## config.mk

```make
export PLATFORM = sky130hd
export DESIGN_NAME = term_tile_frame_loader
export DESIGN_NICKNAME = d
export VERILOG_FILES = /design/src/rtl/term_tile_frame_loader.sv
export SDC_FILE = /design/constraint.sdc
export NUM_CORES = 1
export LEC_CHECK = 0
export ABC_AREA = 1
export CAP_MARGIN = 40
export CORE_ASPECT_RATIO = 2
export CORE_MARGIN = 2
export CORE_UTILIZATION = 35
export DETAILED_ROUTE_END_ITERATION = 10
export GPL_ROUTABILITY_DRIVEN = 0
export MAX_ROUTING_LAYER = met4
export SLEW_MARGIN = 0
export SYNTH_ARGS = -nofsm -noshare
export SYNTH_HDL_FRONTEND = slang
export SYNTH_SLANG_ARGS = --single-unit
export TNS_END_PERCENT = 1
```

## constraint.sdc

```tcl
create_clock -name CLK -period 2.9 [get_ports CLK]
set_input_delay 0.435 -clock CLK [delete_from_list [all_inputs] [get_ports CLK]]
set_output_delay 0.435 -clock CLK [all_outputs]
set_load 0.05 [all_outputs]
```

## src/rtl/term_tile_frame_loader.sv

```systemverilog
// Configuration-frame loader for a column of fabric tiles: decodes frame headers from a
// 32-bit word stream and drives FrameData plus a one-hot FrameStrobe. Optional checksum: FRAME_LOADER_CHECKSUM_EN.
module term_tile_frame_loader #(
    parameter int FRAME_BITS     = 32,
    parameter int FRAMES_PER_COL = 20,
    parameter int COLS           = 4
) (
    input  logic                           CLK,
    input  logic                           reset,
    input  logic                           s_valid,
    output logic                           s_ready,
    input  logic [31:0]                    s_data,
    output logic [FRAME_BITS-1:0]          FrameData,
    output logic [COLS*FRAMES_PER_COL-1:0] FrameStrobe,
    output logic                           busy,
    output logic                           done,
    output logic                           err,
    output logic [2:0]                     state_dbg
);

    localparam int SW = COLS * FRAMES_PER_COL;
    localparam int CW = (COLS > 1) ? $clog2(COLS) : 1;
    localparam logic [7:0] SYNC = 8'hFA;

`ifdef FRAME_LOADER_CHECKSUM_EN
    typedef enum logic [2:0] {
        IDLE   = 3'd0,
        LOAD   = 3'd1,
        STROBE = 3'd2,
        DRAIN  = 3'd3,
        CHECK  = 3'd4
    } state_t;
`else
    typedef enum logic [2:0] {
        IDLE   = 3'd0,
        LOAD   = 3'd1,
        STROBE = 3'd2,
        DRAIN  = 3'd3
    } state_t;
`endif

    state_t          state_q, state_n;
    logic [CW-1:0]   col_q, col_n;
    logic [7:0]      frame_q, frame_n;
    logic [7:0]      rem_q, rem_n;
    logic [31:0]     data_n;
    logic [SW-1:0]   strobe_q, strobe_n;
    logic            done_n, err_n;
`ifdef FRAME_LOADER_CHECKSUM_EN
    logic [31:0]     csum_q, csum_n;
`endif

    // A word moves only on a rising CLK with s_valid && s_ready; s_ready is registered
    // and drops only for the single STROBE cycle, so s_data is never looked at while it is low.
    logic accept;
    assign accept = s_valid && s_ready;

    logic [7:0] hdr_sync, hdr_col, hdr_start, hdr_n;
    logic       hdr_in_range;
    assign hdr_sync  = s_data[31:24];
    assign hdr_col   = s_data[23:16];
    assign hdr_start = s_data[15:8];
    assign hdr_n     = s_data[7:0];
    // 9-bit sum so start+N cannot wrap back into range
    assign hdr_in_range = (hdr_col < 8'(COLS)) &&
                          (({1'b0, hdr_start} + {1'b0, hdr_n}) <= 9'(FRAMES_PER_COL));

    logic [15:0]   strobe_idx;
    logic [SW-1:0] strobe_onehot;
    assign strobe_idx    = 16'(col_q) * 16'(FRAMES_PER_COL) + 16'(frame_q);
    assign strobe_onehot = {{(SW-1){1'b0}}, 1'b1} << strobe_idx;

    always_comb begin
        state_n  = state_q;
        col_n    = col_q;
        frame_n  = frame_q;
        rem_n    = rem_q;
        data_n   = FrameData;
        strobe_n = '0;
        done_n   = 1'b0;
        err_n    = err;
`ifdef FRAME_LOADER_CHECKSUM_EN
        csum_n   = csum_q;
`endif
        case (state_q)
            IDLE: begin
                if (accept) begin
                    if (hdr_sync != SYNC) begin
                        err_n = 1'b1;
                    end else if (hdr_n == 8'd0) begin
                        done_n = 1'b1;
                    end else if (!hdr_in_range) begin
                        err_n   = 1'b1;
                        rem_n   = hdr_n;
                        state_n = DRAIN;
`ifdef FRAME_LOADER_CHECKSUM_EN
                        csum_n  = '0;
`endif
                    end else begin
                        col_n   = hdr_col[CW-1:0];
                        frame_n = hdr_start;
                        rem_n   = hdr_n;
                        state_n = LOAD;
`ifdef FRAME_LOADER_CHECKSUM_EN
                        csum_n  = '0;
`endif
                    end
                end
            end
            LOAD: begin
                if (accept) begin
                    data_n   = s_data;
                    strobe_n = strobe_onehot;
                    state_n  = STROBE;
`ifdef FRAME_LOADER_CHECKSUM_EN
                    csum_n   = csum_q ^ s_data;
`endif
                end
            end
            STROBE: begin
                frame_n = frame_q + 8'd1;
                rem_n   = rem_q - 8'd1;
                if (rem_q == 8'd1) begin
`ifdef FRAME_LOADER_CHECKSUM_EN
                    state_n = CHECK;
`else
                    done_n  = 1'b1;
                    state_n = IDLE;
`endif
                end else begin
                    state_n = LOAD;
                end
            end
            DRAIN: begin
                if (accept) begin
                    rem_n = rem_q - 8'd1;
`ifdef FRAME_LOADER_CHECKSUM_EN
                    csum_n = csum_q ^ s_data;
                    if (rem_q == 8'd1) state_n = CHECK;
`else
                    if (rem_q == 8'd1) begin
                        done_n  = 1'b1;
                        state_n = IDLE;
                    end
`endif
                end
            end
`ifdef FRAME_LOADER_CHECKSUM_EN
            CHECK: begin
                if (accept) begin
                    if (s_data != csum_q) err_n = 1'b1;
                    done_n  = 1'b1;
                    state_n = IDLE;
                end
            end
`endif
            default: state_n = IDLE;
        endcase
    end

    always_ff @(posedge CLK) begin
        if (reset) begin
            state_q   <= IDLE;
            col_q     <= '0;
            frame_q   <= '0;
            rem_q     <= '0;
            FrameData <= '0;
            strobe_q  <= '0;
            done      <= 1'b0;
            err       <= 1'b0;
            s_ready   <= 1'b0;
`ifdef FRAME_LOADER_CHECKSUM_EN
            csum_q    <= '0;
`endif
        end else begin
            state_q   <= state_n;
            col_q     <= col_n;
            frame_q   <= frame_n;
            rem_q     <= rem_n;
            FrameData <= data_n;
            strobe_q  <= strobe_n;
            done      <= done_n;
            err       <= err_n;
            s_ready   <= (state_n != STROBE);
`ifdef FRAME_LOADER_CHECKSUM_EN
            csum_q    <= csum_n;
`endif
        end
    end

    // Gating with reset keeps a strobe already registered from reaching the tiles in a reset cycle
    assign FrameStrobe = reset ? '0 : strobe_q;
    assign busy        = (state_q != IDLE);
    assign state_dbg   = state_q;

endmodule

```

# After elaboration in Yosys (flattened, before gate mapping)
# Cells that the tools add are included.
[word_totals]
regBits = 136
latchBits = 0
ram_bits = 0
rom_bits = 0
in_bits = 35
out_inout_bits = 119
wordCells = 76
n_memories = 0
[classes]
addsub = 4
n_mul = 1
div_mod_pow = 0
magnitude_cmp = 2
n_eq_ne = 13
shifts = 1
mux = 29
bitwise = 4
reduce_logical = 13
[op_table]
columns = ["cell", "count"]
rows = [
  ["$mux 80", 1],
  ["$shl 1x9->80 const A", 1],
  ["$mux 8", 8],
  ["$pmux 8 s3", 1],
  ["$mux 3", 6],
  ["$pmux 8 s2", 1],
  ["$reduce_and 5->1", 3],
  ["$ne 2x2->1 const B", 6],
  ["$pmux 3 s4", 1],
  ["$add 7x8->9", 1],
  ["$add 8x8->9", 1],
  ["$le 9x5->1 const B", 1],
  ["$mux 1", 9],
  ["$add 8x1->8 const B", 1],
  ["$eq 8x1->1 const B", 1],
  ["$logic_not 8->1", 1],
  ["$lt 8x3->1 const B", 1],
  ["$ne 8x8->1 const B", 1],
  ["$sub 8x1->8 const B", 1],
  ["$eq 3x2->1 const B", 2],
  ["$reduce_bool 3->1", 2],
  ["$mul 2x3->5 const B", 1],
  ["$not 1->1", 4],
  ["$reduce_and 4->1", 1],
  ["other kinds (10)", 11],
]

# Longest topological paths before layout
# Gate-level depths: netlist of the first run.
[logic_depth]
word_depth = 9
depth_mapped = 16
ltp_nobuf = 16

# Worst setup path before layout of the first run
# Ideal clock, no wire load.
[synth_timing]
path_kind = "input-to-reg"
startpoint = "input port s_data[0]"
endpoint = "register frame_q[1]"
setup_time_ps = 113
arrival_time_ps = 2038
required_ps = 2787
path_slack_ps = 749
cell_stages = 14
path_buffers = 0
path_cell_list = "ha_1 fa_1 nand2_1 nand3_2 nand3_1 nand3b_1 nand2_1 nand2_1 nor2_2 nand3_1 nand2_2 nand2_2 nor2_1 nor2_1"
[synth_via]
elab_chain_cells = 5
elab_cells_between_ends = 7
[synth_lines]
columns = ["element", "line", "text"]
rows = [
  ["start, declared", "12", "input logic [31:0] s_data,"],
  ["$add 8x8->9", "66", "(({1'b0, hdr_start} + {1'b0, hdr_n}) <= 9'(FRAMES_PER_COL));"],
  ["$le 9x5->1", "66", ""],
  ["$logic_and 1x1->1", "65", "assign hdr_in_range = (hdr_col < 8'(COLS)) &&"],
  ["$ne 2x2->1 (no source line)", "--", ""],
  ["$reduce_and 5->1 (no source line) (*)", "--", ""],
  ["end signal, assigned", "178", "frame_q <= frame_n;"],
  ["end, declared", "44", "logic [7:0] frame_q, frame_n;"],
]
# Every way passes the cells marked *; elsewhere a longest branch is shown, timed or not.
# A chain may end at the register's enable or synchronous reset.

# Final worst setup path of the first run
[layout_timing]
startpoint = "register state_q[2], in the netlist state_dbg[2]"
endpoint = "output port busy"
[layout_via]
elab_chain_cells = 1
[layout_lines]
columns = ["element", "line", "text"]
rows = [
  ["start, declared", "42", "state_t state_q, state_n;"],
  ["start signal, assigned", "176", "state_q <= state_n;"],
  ["$reduce_bool 3->1", "193", "assign busy = (state_q != IDLE);"],
  ["end, declared", "15", "output logic busy,"],
]
# Every way passes these cells.

==> results.cfg, run 1 <==
[grt]
antenna_found_initial = 0
grt_pass1_wl_mm = 26.3
grt_pass1_vias = 5342
grt_usage = 0.181
gr-total-overflow = 0
grt_max_degree = 57

[setup_path]
r2r_setup_slack_ns = 0.38
cp_data_required_time_ns = 2.47
r2r-start = col_q[0]
path_class = flip-flop to output pin
crit_path_max_incr_delay_ns = 0.74
crit_arrival_ns = 2.18
critPathCaptureType = output pin
worstPathCellList = nor2_1 -> inv_1 -> nor2_1 -> inv_1 -> clkdlybuf4s50_1
reg2reg_depth = 11
reg2reg_to = strobe_q[37]
cp-start-kind = flip-flop
cp_max_fo = 5
crit_buf_inv = 3
cp_top_family = buffers and inverters
critPathSlowestCell = clkdlybuf4s50_1

[sta]
max_slew_margin = 0.607
period_share = 0.903
setup_viol = 0
rsz0062_at_grt = false
drv_slew = 0
finalHoldViolations = 0
fin_crit_ns = 2.62
setup-tns-final_ns = 0
fmax_ghz = 0.382
finClkSkew_ns = 0.00721
tightest_slew_ns = 0.585

[die]
dieArea_sq_um = 18400
ios = 154
core_area_sq_um = 17100
die_h_um = 190
die-width_um = 96.9
initial_core_util = 0.353
rows = 68

[finish]
multiInputGateArea_sq_um = 2620
finalCoreUtilization = 0.491
fill_cells = 1716
antenna_cells = 0
drive_gt1_frac = 0.0810
syn_to_final_growth_pct = 39.1
nets = 1051
final_cell_area_sq_um = 8390
finalNonFillerCells = 1222
layout.area.seq_sq_um = 2720

[min_path]
hold_end = err
hold_start = err
hold_class = flip-flop to flip-flop
holdPathStages = 2

[pwr]
swShare = 0.240
powerDensity_nw_per_um2 = 529
leakage_nw = 3.31
power_frac_seq = 0.427
ir_drop_mv = 0.378
combPwrFrac = 0.069
clock_power_share = 0.504
p_int_mw = 3.38
switching_power_mw = 1.07

[cts]
cts_tree = done
cts.sink_count = 136
cts_resized = 0
htreeDepth = 4
post-cts-setup-buffer-count = 0
clk_latency_ns = 0.42
cts_root_buf = clkbuf_16
postCtsHoldBufs = 0
cts_made_buffers = 17
path_clk_slew_ns = 0.06
clockBufferDepth = 2

[placed_design]
place_inst = 1190
dp_hpwl_mm = 11.8
port_buffers = 153
post_dp_cell_area_sq_um = 7780

[synthesis]
synth_area_leaders = dfxtp_1, nor2_1, inv_1
yosysSeqAreaShare = 0.451
synth_edf_count = 0
synth-async-reset-ratio = 0
syn_inst = 846
yosys_warnings = 0
syn_nets = 898
ys_types = 35
synth_top_area_cell = dfxtp_1
synth-seq-cells = 136
ys.flop_type = dfxtp_1
synth_area_per_cell_sq_um = 7.13
syn_area_sq_um = 6040
synth_top_cells_by_count = nor2_1, dfxtp_1, inv_1, nand2_1, nand3_1
yosysMostFrequentCell = nor2_1
synth_top_cell_area_share = 0.451

[run]
drv_cap = 0

[route]
drt-total-wl_mm = 16.2
vias = 5624
ant_nets = 0
firstDrtPassIters = 5
wl_per_cell_um = 13.2
via_per_inst = 4.60
route.detailed.drc = 0
drt_iter0_drc = 261

[outcome]
outcome = complete, no violations
-- metrics by stage --
step	hold WS, ns	total power [mW]	setup WS (ns)
finish	0.448	4.44	0.281
global route	0.483	4.61	0.0986
CTS	0.453	4.48	0.283
detailed placement	0.443	2.24	-0.0726
global placement	0.444	2.24	0.0574
floorplan	0.456	2.12	0.749
-- flip-flops by register name (all words and copies together), names as in the netlist --
register / cells
FrameData: 32
col_q: 2
done: 1
err: 1
frame_q: 8
rem_q: 8
s_ready: 1
state_dbg: 3
strobe_q: 80
-- area by class of cell --
cell class	instances	share of cell area
timing repair buffer	170	0.199
clock buffer	17	0.0507
sequential	136	0.324
inverter	135	0.0604
multi-input combinational	539	0.312
tap	210	0.0313
clock inverter	15	0.0225
-- power groups by stage --
| stage | registers, mW | clock network, mW | logic [mW] |
|---|---|---|---|
| 5_1_grt | 1.90 | 2.37 | 0.342 |
| 2_1_floorplan | 1.94 | 0 | 0.180 |
| 3_3_place_gp | 1.94 | 0 | 0.299 |
| 6_report | 1.90 | 2.24 | 0.307 |
| 4_1_cts | 1.90 | 2.28 | 0.307 |
| 3_5_place_dp | 1.94 | 0 | 0.304 |
-- kinds of logic (layout without fill, tap and decap cells) --
logic type / Yosys count / in the layout / share of synthesized area
buffers and inverters: 171 / 337 / 0.116
AO/OA/AOI/OAI: 83 / 83 / 0.0740
other: 1 / 1 / 0.000621
AND/OR/NAND/NOR: 424 / 424 / 0.300
XOR/XNOR: 13 / 13 / 0.0189
adder cells (fa/ha/maj): 17 / 17 / 0.0377
multiplexers: 1 / 1 / 0.00166
flip-flops: 136 / 136 / 0.451
-- placed cells by master, fill, tap and decap left out, types with 3 or more instances in the layout --
cell type and n:
nor2_1 247, clkdlybuf4s50_1 152, dfxtp_1 136, inv_1 133, nand2_1 80, nand3_1 54, o21ai_0 47, a21oi_1 20
clkbuf_16 17, buf_4 16, nor2_2 15, ha_1 15, xor2_1 11, a31oi_1 7, nand2_2 5, nand4_1 5
a211oi_1 5, inv_6 5, nand3b_1 4, nor3_1 4, clkinv_4 3, bufinv_16 3
-- how the worst max path moves through the flow --
stage / from / slack [ns] / endpoint / cells past startpoint
floorplan: s_data[0] / 0.75 / frame_q[1] / 14
global placement: s_data[0] / 0.06 / frame_q[7] / 16
detailed placement: s_data[0] / -0.07 / frame_q[7] / 15
CTS: state_dbg[2] / 0.28 / busy / 5
global route: s_data[0] / 0.1 / frame_q[3] / 16
finish: state_dbg[2] / 0.28 / busy / 5
-- routing by layer --
| metal | vias up | global-route usage | routed length, um |
|---|---|---|---|
| met2 | 153 | 0.295 | 8010 |
| met1 | 2558 | 0.226 | 7260 |
| met4 | 0 | 0.0634 | 284 |
| met3 | 18 | 0.0301 | 610 |
| li1 | 2895 | - | - |
| met5 | - | - | 0 |
-- worst min-delay path, delay by kind of cell, from the launching register on --
kind	cells	cell delay, ns
flops	1	0.31
buf+inv	1	0.04
compound gates	1	0.05
No activity file was read; power rests on OpenSTA's default activity.
==> run 2, diff against run 1 <==
Settings changed: SLEW_MARGIN 0 to 15.
==> results of run 2 <==
The final DEF is identical to that of run 1; final timing and power are the same.
